<file path="src/rtl/counter_group_ctrl.sv">
// rtl/counter_group_ctrl.sv - button debounce/auto-repeat front end and pulse sequencer for a counter group
module counter_group_ctrl #(
  parameter logic [15:0] DEBOUNCE_CYCLES = 16'd50000,
  parameter logic [23:0] REPEAT_DELAY    = 24'd5000000,
  parameter logic [23:0] REPEAT_PERIOD   = 24'd1000000
) (
  input  logic clk,
  input  logic rst,
  input  logic btn_sel,
  input  logic btn_up,
  input  logic btn_down,
  input  logic btn_clr,
  output logic selector,
  output logic incrementor,
  output logic reverse,
  output logic clr,
  output logic busy
);

  localparam logic [1:0] K_CLR = 2'd0;
  localparam logic [1:0] K_SEL = 2'd1;
  localparam logic [1:0] K_UP  = 2'd2;
  localparam logic [1:0] K_DN  = 2'd3;

  localparam logic [1:0] S_IDLE  = 2'd0;
  localparam logic [1:0] S_SETUP = 2'd1;
  localparam logic [1:0] S_PULSE = 2'd2;
  localparam logic [1:0] S_GAP   = 2'd3;

  logic [3:0]       raw;
  logic [3:0]       sync1_q, sync2_q;
  logic [3:0]       db_q, db_d, db_prev_q;
  logic [3:0][15:0] deb_cnt_q, deb_cnt_d;

  assign raw = {btn_down, btn_up, btn_sel, btn_clr};

  always_comb begin
    db_d      = db_q;
    deb_cnt_d = deb_cnt_q;
    for (int i = 0; i < 4; i++) begin
      if (sync2_q[i] == db_q[i]) begin
        deb_cnt_d[i] = '0;
      end else if (deb_cnt_q[i] == DEBOUNCE_CYCLES - 16'd1) begin
        db_d[i]      = sync2_q[i];
        deb_cnt_d[i] = '0;
      end else begin
        deb_cnt_d[i] = deb_cnt_q[i] + 16'd1;
      end
    end
  end

  logic [3:0]  rise;
  logic        up_only, dn_only, up_only_q, dn_only_q, held_run;
  logic [23:0] rep_cnt_q, rep_cnt_d;
  logic        rep_phase_q, rep_phase_d, rep_ev;
  logic [3:0]  ev;

  assign rise     = db_q & ~db_prev_q;
  assign up_only  = db_q[K_UP] & ~db_q[K_DN];
  assign dn_only  = db_q[K_DN] & ~db_q[K_UP];
  // The repeat timer only runs while the same single direction stays held; any change restarts it.
  assign held_run = (up_only & up_only_q) | (dn_only & dn_only_q);

  always_comb begin
    rep_ev      = 1'b0;
    rep_cnt_d   = '0;
    rep_phase_d = 1'b0;
    if (held_run) begin
      rep_ev      = rep_phase_q ? (rep_cnt_q == REPEAT_PERIOD - 24'd1)
                                : (rep_cnt_q == REPEAT_DELAY - 24'd1);
      rep_phase_d = rep_phase_q | rep_ev;
      rep_cnt_d   = rep_ev ? '0 : rep_cnt_q + 24'd1;
    end
  end

  assign ev[K_CLR] = rise[K_CLR];
  assign ev[K_SEL] = rise[K_SEL];
  assign ev[K_UP]  = up_only & (rise[K_UP] | rep_ev);
  assign ev[K_DN]  = dn_only & (rise[K_DN] | rep_ev);

  logic [1:0] state_q, state_d, kind_q, kind_d;
  logic [3:0] pend_q, pend_d;
  logic       reverse_q, reverse_d;

  always_comb begin
    kind_d    = kind_q;
    reverse_d = reverse_q;
    pend_d    = pend_q;
    case (state_q)
      S_SETUP: state_d = S_PULSE;
      S_PULSE: state_d = S_GAP;
      default: state_d = S_IDLE;
    endcase
    // Issuing straight from GAP keeps back-to-back events at one per three cycles.
    if ((state_q == S_IDLE || state_q == S_GAP) && (|pend_q)) begin
      state_d = S_SETUP;
      if (pend_q[K_CLR]) begin
        kind_d       = K_CLR;
        pend_d[K_CLR] = 1'b0;
        pend_d[K_UP]  = 1'b0;
        pend_d[K_DN]  = 1'b0;
      end else if (pend_q[K_SEL]) begin
        kind_d        = K_SEL;
        pend_d[K_SEL] = 1'b0;
      end else if (pend_q[K_UP]) begin
        kind_d       = K_UP;
        reverse_d    = 1'b0;
        pend_d[K_UP] = 1'b0;
      end else begin
        kind_d       = K_DN;
        reverse_d    = 1'b1;
        pend_d[K_DN] = 1'b0;
      end
    end
    pend_d = pend_d | (ev & ~pend_q);
  end

  always_ff @(posedge clk) begin
    if (rst) begin
      sync1_q     <= '0;
      sync2_q     <= '0;
      db_q        <= '0;
      db_prev_q   <= '0;
      deb_cnt_q   <= '0;
      up_only_q   <= 1'b0;
      dn_only_q   <= 1'b0;
      rep_cnt_q   <= '0;
      rep_phase_q <= 1'b0;
      state_q     <= S_IDLE;
      kind_q      <= K_CLR;
      pend_q      <= '0;
      reverse_q   <= 1'b0;
    end else begin
      sync1_q     <= raw;
      sync2_q     <= sync1_q;
      db_q        <= db_d;
      db_prev_q   <= db_q;
      deb_cnt_q   <= deb_cnt_d;
      up_only_q   <= up_only;
      dn_only_q   <= dn_only;
      rep_cnt_q   <= rep_cnt_d;
      rep_phase_q <= rep_phase_d;
      state_q     <= state_d;
      kind_q      <= kind_d;
      pend_q      <= pend_d;
      reverse_q   <= reverse_d;
    end
  end

  assign selector    = (state_q == S_PULSE) && (kind_q == K_SEL);
  assign incrementor = (state_q == S_PULSE) && (kind_q == K_UP || kind_q == K_DN);
  assign clr         = (state_q == S_PULSE) && (kind_q == K_CLR);
  assign reverse     = reverse_q;
  assign busy        = (state_q != S_IDLE);

endmodule

</file>
<file path="config.mk">
export PLATFORM = sky130hd
export DESIGN_NAME = counter_group_ctrl
export DESIGN_NICKNAME = d
export VERILOG_FILES = /design/src/rtl/counter_group_ctrl.sv
export SDC_FILE = /design/constraint.sdc
export NUM_CORES = 1
export LEC_CHECK = 0
export ABC_CLOCK_PERIOD_IN_PS = 2280
export BUFFER_PORTS_ARGS = -buffer_cell sky130_fd_sc_hd__buf_2
export CORE_ASPECT_RATIO = 1.2
export CORE_MARGIN = 4
export CORE_UTILIZATION = 25
export DETAILED_ROUTE_END_ITERATION = 10
export PLACE_DENSITY = 0.45
export SYNTH_ARGS = -nofsm -noshare
export SYNTH_HDL_FRONTEND = slang
export SYNTH_SLANG_ARGS = --single-unit
</file>
<file path="constraint.sdc">
create_clock -name clk -period 2.28 [get_ports clk]
set_clock_uncertainty 0.15 [all_clocks]
set_input_delay 0.684 -clock clk [delete_from_list [all_inputs] [get_ports clk]]
set_output_delay 0.684 -clock clk [all_outputs]
set_load 0.03 [all_outputs]
</file>
==> flow_summary.ini, run 1 <==
[worst_setup_path]
crit_chain = inv_1 > ha_2 > and3b_1 > buf_2
crit_path_max_fanout = 4
worstSetupPathType = reg -> out
r2r_setup_slack_ns = 0.18
worstPathRequired_ns = 1.45
reg2reg_depth = 4
cp_slowest_cell = dfxtp_1
r2r-start = rep_cnt_q[7]
cp_num_buf_inv = 2
critPathArrivalTime_ns = 1.32
startpoint = state_q[0]
cp-end-kind = output port
cp_num_cells = 4
r2r-end = rep_cnt_q[21]
worstSetupStartpointType = flip-flop
cp_top_family = flip-flops
crit_path_end = selector
critPathMaxStageDelay_ns = 0.29

[floorplanning]
initial_utilization_pct = 25.6
ios = 11
die_h_microns = 164
rows = 56
die_w_microns = 138
core-area_sq_um = 19700
die_area_sq_um = 22500

[grt]
grt_max_degree = 26
gr-total-overflow = 0
grt_pass1_wl_mm = 17.0
antenna_found_initial = 0
track_usage_pct = 9.41
grt_pass1_vias = 3748

[synthesis]
synth_cells = 563
post-synth-top-area-fraction_pct = 46.1
yosys.area.top_type = dfxtp_1
synth.net_count = 576
synth.area.mux_share_pct = 0.596
ys_top_cells_by_area = dfxtp_1 (46%), xnor2_1 (6.8%), nor2_1 (5.8%), xor2_1 (4.5%), nand3_1 (3.0%)
ys_ff_latch = 116
synth_xor_area_share_pct = 11.3
ys_types = 48
synth_simple_gate_area_share_pct = 29.8
synth_top_family_by_area = simple AND/OR/NAND/NOR gates
yosysWarnings = 0
synth_edf_count = 0
synth_compound_area_share_pct = 7.34
avgSynthCellArea_sq_um = 8.96
synthAdderAreaFrac_pct = 1.74
async_flop_share_pct = 0
ys_seq_area_share_pct = 46.1
ys_top_cells_by_count = dfxtp_1 (116), nor2_1 (78), xnor2_1 (39)
yosys.cell_count.top_type = dfxtp_1
synth_area_sq_um = 5040
synthFlopType = dfxtp_1

[route]
first_iter_violations = 219
firstDrtPassIters = 6
wire_per_inst_microns = 11.2
vias = 3923
ant_nets = 0
vias_per_cell = 4.54
drc = 0
routed_wl_mm = 9.71

[clock_network]
clock-root-buffer = clkbuf_16
clkTransAtPathRegs_ns = 0.06
cts_tree = yes
post_cts_buffers = 0
cts.sinks = 116
post_cts_resized = 0
numCtsBuffers = 17
postCtsHoldBufs = 0
clock_latency_ns = 0.41
htree_levels = 4
ctsLongestPathBuffers = 2

[power]
power.share.switching_pct = 20.6
seq_power_share_pct = 43.6
p_int_w = 0.00371
power.density_nw_per_um2 = 770
p_sw_w = 0.000965
p_leak_nw = 1.89
clkPwrFrac_pct = 55.6
ir_drop_mv = 0.521
combinationalPowerShare_pct = 0.8

[status]
outcome = completed

[timing]
hold_violations = 0
fin_crit_ns = 2.16
maxSlewViolCount = 0
fin_setup_tns_ns = 0
worst_pin_slew_ns = 0.543
setup_viol = 0
fmax_mhz = 463
rsz0062_at_grt = no
post-route-period-util_pct = 94.7
slew_headroom_pct = 63.8

[min_path]
hold_path_class = reg -> reg

[place]
placed_cell_area_sq_um = 5470
port_buffers = 10
dpl.hpwl_mm = 6.82
gp_congestion = 0.784

[finish]
n_antenna_cell = 0
area_delta_synth_final_pct = 20.5
fin_area_sq_um = 6080
layout-drive-gt1-share_pct = 12.3
finalNetCount = 603

[job]
drv_cap = 0
-- cell families (layout without fill, tap and decap cells) --
kind of cell,after synthesis,in the layout
compound gates,55,55
xor+xnor,65,65
fa+ha+maj,7,7
buf+inv,40,80
flops,116,116
mux,3,3
simple gates,277,277
-- cell usage in the layout, fill, tap and decap left out, drive strengths merged, types with 9 or more instances in the layout --
cell,count
dfxtp,116
nor2,78
xnor2,39
nand3,30
buf,27
xor2,26
nand2,26
nor3,26
inv,22
nand4,21
clkbuf,20
nor2b,17
o21ai,17
or3,15
nor4,12
a21oi,12
a211oi,11
and4,9
or4,9
-- registers in the layout, indices dropped and copies added, names as in the netlist --
register and cells:
db_q 4, deb_cnt_q 64, sync2_q 4, state_q 2, kind_q 2, db_prev_q 4, pend_q 4, up_only_q 1
rep_cnt_q 24, rep_phase_q 1, reverse 1, dn_only_q 1, sync1_q 4
-- power groups by stage --
stage	sequential (W)	clock, W	combinational, W
finish	0.00204	0.00260	0.0000367
global route	0.00204	0.00279	0.0000420
CTS	0.00204	0.00269	0.0000379
detailed placement	0.00209	0	0.0000379
global placement	0.00209	0	0.0000370
floorplan	0.00208	0	0.0000238
-- routing by layer --
metal | up-vias | GRT usage (%) | wire length (microns)
li1 | 2041 | - | -
met1 | 1840 | 10.7 | 4400
met2 | 34 | 15.8 | 4860
met3 | 8 | 3.73 | 324
met4 | 0 | 3.40 | 128
met5 | - | 0 | 0
-- layout make-up --
type | instances | area (sq um)
Sequential cell | 116 | 2320
Multi-Input combinational cell | 407 | 2580
Timing Repair Buffer | 27 | 180
Clock inverter | 12 | 130
Clock buffer | 20 | 457
Fill cell | 2050 | 13600
Inverter | 21 | 78.8
Tap cell | 261 | 327
-- metrics by stage --
step | hold slack [ns] | setup WS [ns] | instances | util (%) | total power (W)
floorplan | 0.264 | 0.183 | 563 | - | 0.00211
global placement | 0.285 | 0.152 | 832 | 27.8 | 0.00212
detailed placement | 0.280 | 0.0983 | 832 | 27.8 | 0.00212
CTS | 0.294 | 0.00256 | 864 | 30.8 | 0.00477
global route | 0.302 | 0.0261 | 864 | 30.9 | 0.00487
finish | 0.289 | 0.122 | 864 | 30.9 | 0.00468
-- worst min-delay path by stage --
stage | startpoint | slack [ns] | endpoint | depth (start not counted)
2_1_floorplan | sync1_q[0] | 0.26 | sync2_q[0] | 1
3_3_place_gp | sync1_q[0] | 0.29 | sync2_q[0] | 1
3_5_place_dp | sync1_q[0] | 0.28 | sync2_q[0] | 1
4_1_cts | sync1_q[0] | 0.29 | sync2_q[0] | 1
5_1_grt | sync1_q[0] | 0.30 | sync2_q[0] | 1
6_report | sync1_q[0] | 0.29 | sync2_q[0] | 1
(Power assumes the default switching activity.)
==> inputs of run 2 (changes only) <==
--- a/config.mk
+++ b/config.mk
@@ -7,7 +7,6 @@
 export LEC_CHECK = 0
 export ABC_CLOCK_PERIOD_IN_PS = 2280
 export BUFFER_PORTS_ARGS = -buffer_cell sky130_fd_sc_hd__buf_2
-export CORE_ASPECT_RATIO = 1.2
 export CORE_MARGIN = 4
 export CORE_UTILIZATION = 25
 export DETAILED_ROUTE_END_ITERATION = 10
==> flow_summary.ini, run 2 (same netlist as run 1, synthesis figures left out) <==
[status]
outcome = completed

[grt]
grt_pass1_wl_mm = 17.4
track_usage_pct = 9.54
gr-total-overflow = 0
antenna_found_initial = 0
grt_max_degree = 26
grt_pass1_vias = 3737

[worst_setup_path]
cp-end-kind = output port
critPathMaxStageDelay_ns = 0.30
worstSetupStartpointType = flip-flop
worstPathRequired_ns = 1.45
cp_slowest_cell = dfxtp_1
reg2reg_depth = 4
cp_num_buf_inv = 2
worstSetupPathType = reg -> out
r2r-end = rep_cnt_q[22]
r2r-start = rep_cnt_q[7]
crit_path_max_fanout = 4
crit_chain = inv_1 > ha_1 > and3b_1 > buf_2
cp_top_family = flip-flops
r2r_setup_slack_ns = 0.14
critPathArrivalTime_ns = 1.31

[route]
firstDrtPassIters = 6
routed_wl_mm = 9.91
ant_nets = 0
vias_per_cell = 4.52
wire_per_inst_microns = 11.5
first_iter_violations = 149
drc = 0
vias = 3907

[power]
p_int_w = 0.00392
combinationalPowerShare_pct = 0.8
seq_power_share_pct = 42.1
p_sw_w = 0.000930
clkPwrFrac_pct = 57.1
power.share.switching_pct = 19.2
p_leak_nw = 1.90
ir_drop_mv = 0.428
power.density_nw_per_um2 = 796
totalPowerFinal_w = 0.00485

[floorplanning]
core-area_sq_um = 19700
die_w_microns = 150
rows = 51
die_area_sq_um = 22500
ios = 11
initial_utilization_pct = 25.7
die_h_microns = 150

[finish]
area_delta_synth_final_pct = 20.8
n_antenna_cell = 0
layout-drive-gt1-share_pct = 11.2
finalNetCount = 600
largest_reg_flops = 64
final_cell_mix = dfxtp_1 (116), nor2_1 (78), xnor2_1 (39)
final_common_cell = dfxtp_1
fin_area_sq_um = 6090
top_regs = deb_cnt_q (64), rep_cnt_q (24)
largest-register = deb_cnt_q

[place]
dp_slack_ns = 0.0960
gp_congestion = 0.759
dpl.hpwl_mm = 6.88
port_buffers = 10
placed_cell_area_sq_um = 5470

[min_path]
hold_depth = 1
hold_path_class = reg -> reg
hp-start = sync1_q[1]
hold_end = sync2_q[1]

[timing]
rsz0062_at_grt = no
fmax_mhz = 465
hold_violations = 0
slew_headroom_pct = 57.8
setup_viol = 0
post-route-period-util_pct = 94.2
fin_crit_ns = 2.15
fin_setup_tns_ns = 0
maxSlewViolCount = 0
layout_setup_ws_ns = 0.131
worst_pin_slew_ns = 0.616
fin_hold_ws_ns = 0.285

[clock_network]
htree_levels = 4
clock-root-buffer = clkbuf_16
numCtsBuffers = 17
cts.sinks = 116
clkTransAtPathRegs_ns = 0.06
cts_tree = yes
ctsLongestPathBuffers = 2
clock_latency_ns = 0.41

[job]
drv_cap = 0
[run 2: through the flow]
step,utilization (%),std cells
global route,31.0,864
global placement,27.8,833
floorplan,-,563
CTS,30.9,864
detailed placement,27.8,833
finish,31.0,864
[run 2: worst max path at each step]
stage	start	end	depth (start not counted)
after detailed placement	rep_cnt_q[7]	rep_cnt_q[23]	4
after CTS	state_q[0]	clr	4
after global routing	rep_cnt_q[7]	rep_cnt_q[22]	4
after global placement	rep_cnt_q[7]	rep_cnt_q[19]	4
after floorplan	state_q[0]	clr	3
final	state_q[0]	selector	4
[run 2: final cells by class]
| type | count | area [sq um] |
|---|---|---|
| fill | 2108 | 13600 |
| multi-input combinational | 407 | 2570 |
| sequential | 116 | 2320 |
| clock buffer | 21 | 460 |
| tap | 265 | 332 |
| timing repair buffer | 24 | 170 |
| clock inverter | 10 | 155 |
| inverter | 21 | 78.8 |
[run 2: timing repair]
action / in CTS / in global routing
hold buffers: 0 / 0
buffers inserted: 0 / 0
endpoints found under the hold margin: 0 / 0
setup endpoints to repair: 0 / 5
gates resized for setup: 0 / 3
[run 2: power groups by stage]
stage | Combinational [W] | Clock, W | Sequential [W]
after floorplan | 0.0000238 | 0 | 0.00208
after global placement | 0.0000371 | 0 | 0.00209
after detailed placement | 0.0000375 | 0 | 0.00209
after CTS | 0.0000375 | 0.00285 | 0.00204
after global routing | 0.0000420 | 0.00294 | 0.00204
final | 0.0000367 | 0.00277 | 0.00204
[run 2: routing by layer]
metal	track usage (%)	up-vias	routed length [microns]	part of all wire [%]
met4	3.43	0	138	1.4
li1	-	2025	-	-
met2	14.7	49	4410	44
met5	0	-	0	0
met3	3.79	13	410	4.1
met1	12.1	1820	4950	50
==> inputs of run 3 (changes only) <==
--- a/config.mk
+++ b/config.mk
@@ -7,10 +7,12 @@
 export LEC_CHECK = 0
 export ABC_CLOCK_PERIOD_IN_PS = 2280
 export BUFFER_PORTS_ARGS = -buffer_cell sky130_fd_sc_hd__buf_2
+export CELL_PAD_IN_SITES_DETAIL_PLACEMENT = 0
+export CELL_PAD_IN_SITES_GLOBAL_PLACEMENT = 1
 export CORE_MARGIN = 4
 export CORE_UTILIZATION = 25
 export DETAILED_ROUTE_END_ITERATION = 10
-export PLACE_DENSITY = 0.45
+export PLACE_DENSITY = 0.52
 export SYNTH_ARGS = -nofsm -noshare
 export SYNTH_HDL_FRONTEND = slang
 export SYNTH_SLANG_ARGS = --single-unit
==> flow_summary.ini, run 3 (same netlist as run 1, synthesis figures left out) <==
[route]
vias_per_cell = 4.54
drc = 0
first_iter_violations = 221
wire_per_inst_microns = 11.9
firstDrtPassIters = 4
vias = 3926
routed_wl_mm = 10.3
ant_nets = 0

[status]
outcome = completed

[clock_network]
clock-root-buffer = clkbuf_16
htree_levels = 4
numCtsBuffers = 17
ctsLongestPathBuffers = 2
clock_latency_ns = 0.41
cts.sinks = 116
clkTransAtPathRegs_ns = 0.05
post_cts_buffers = 0
cts_tree = yes

[power]
clkPwrFrac_pct = 53.7
p_leak_nw = 1.88
power.share.switching_pct = 19.9
p_sw_w = 0.000897
seq_power_share_pct = 45.4
power.density_nw_per_um2 = 747
p_int_w = 0.00361
ir_drop_mv = 0.511
combinationalPowerShare_pct = 0.9

[floorplanning]
die_area_sq_um = 22500
die_h_microns = 150
rows = 51
core-area_sq_um = 19700
initial_utilization_pct = 25.7
ios = 11
die_w_microns = 150

[worst_setup_path]
worstPathRequired_ns = 2.46
worstSetupStartpointType = flip-flop
worstSetupPathType = reg -> reg
cp-end-kind = flip-flop
critPathArrivalTime_ns = 2.33
crit_path_max_fanout = 9

[grt]
gr-total-overflow = 0
track_usage_pct = 9.94
grt_max_degree = 26
antenna_found_initial = 0
use_met3_pct = 2.67
use_met1_pct = 12.6
use_met2_pct = 15.5
grt_most_used_layer = met2
grt_pass1_vias = 3813
grt_pass1_wl_mm = 18.0

[finish]
finalNetCount = 602
largest-register = deb_cnt_q
final_common_cell = dfxtp_1
fillCellCount = 2126
final_cell_mix = dfxtp_1 (116), nor2_1 (78), xnor2_1 (39)
register_area_sq_um = 2320
layout-drive-gt1-share_pct = 10.9
largest_reg_flops = 64
area_delta_synth_final_pct = 19.7
n_antenna_cell = 0
multi_input_area_sq_um = 2570
top_regs = deb_cnt_q (64), rep_cnt_q (24)

[timing]
fmax_mhz = 463
rsz0062_at_grt = yes
fin_hold_ws_ns = 0.293
fin_crit_ns = 2.16
setup_viol = 0
post-route-period-util_pct = 94.6
fin_setup_tns_ns = 0
hold_violations = 0
maxSlewViolCount = 0
worst_pin_slew_ns = 0.541
slew_headroom_pct = 64.0

[place]
dpl.hpwl_mm = 7.01
port_buffers = 10
gp_congestion = 0.755

[job]
drv_cap = 0

[min_path]
hold_path_class = reg -> reg
run 3: cell count changes in the layout (fill, tap and decap cells not counted), sizes merged:
cell / change
bufinv: -3
clkinvlp: -2
clkinv: +1
clkbuf: +2
buf: +2
run 3: repair_timing:
item | CTS | global route
hold buffers | 0 | 0
resized for setup | 0 | 2
endpoints found under the setup margin | 0 | 7
run 3: power by group through the flow:
stage	logic (W)	clock network, W	registers, W
global placement	0.0000414	0	0.00208
global route	0.0000462	0.00260	0.00204
floorplan	0.0000238	0	0.00208
CTS	0.0000423	0.00251	0.00204
detailed placement	0.0000422	0	0.00209
finish	0.0000404	0.00242	0.00204
run 3: layout make-up:
class                      count  area share [%]
clock buffer                  23            7.92
clock inverter                 6           0.912
inverter                      21            1.31
multi-input combinational    407            42.6
sequential                   116            38.5
tap                          265            5.49
timing repair buffer          26            3.28
run 3: worst max-delay path, cell delays in order, from the launching register on:
cell and delay (ns):
dfxtp_1 0.43, nand4_2 0.19, or4_1 0.69, or3_1 0.41
a211oi_2 0.21
run 3: path summary, 6_finish.rpt:
kind	start	to	slack, ns	depth (start not counted)
min reg2reg	sync1_q[0]	sync2_q[0]	0.29	1
max	rep_cnt_q[7]	rep_cnt_q[23]	0.12	4
min	sync1_q[0]	sync2_q[0]	0.29	1
max reg2reg	rep_cnt_q[7]	rep_cnt_q[23]	0.12	4
run 3: per-layer routing:
metal,routed length (microns),vias to the layer above
li1,-,2025
met1,5030,1847
met2,4770,38
met3,283,16
met4,219,0
met5,0,-
run 3: through the flow:
step / cells / util (%) / setup WS (ns) / area [sq um] / total power [W]
2_1_floorplan: 563 / - / 0.183 / 5040 / 0.00211
3_3_place_gp: 835 / 28.0 / 0.150 / 5490 / 0.00213
3_5_place_dp: 835 / 28.0 / 0.114 / 5490 / 0.00213
4_1_cts: 864 / 30.7 / 0.0533 / 6030 / 0.00460
5_1_grt: 864 / 30.7 / -0.0357 / 6030 / 0.00469
6_report: 864 / 30.7 / 0.122 / 6030 / 0.00451
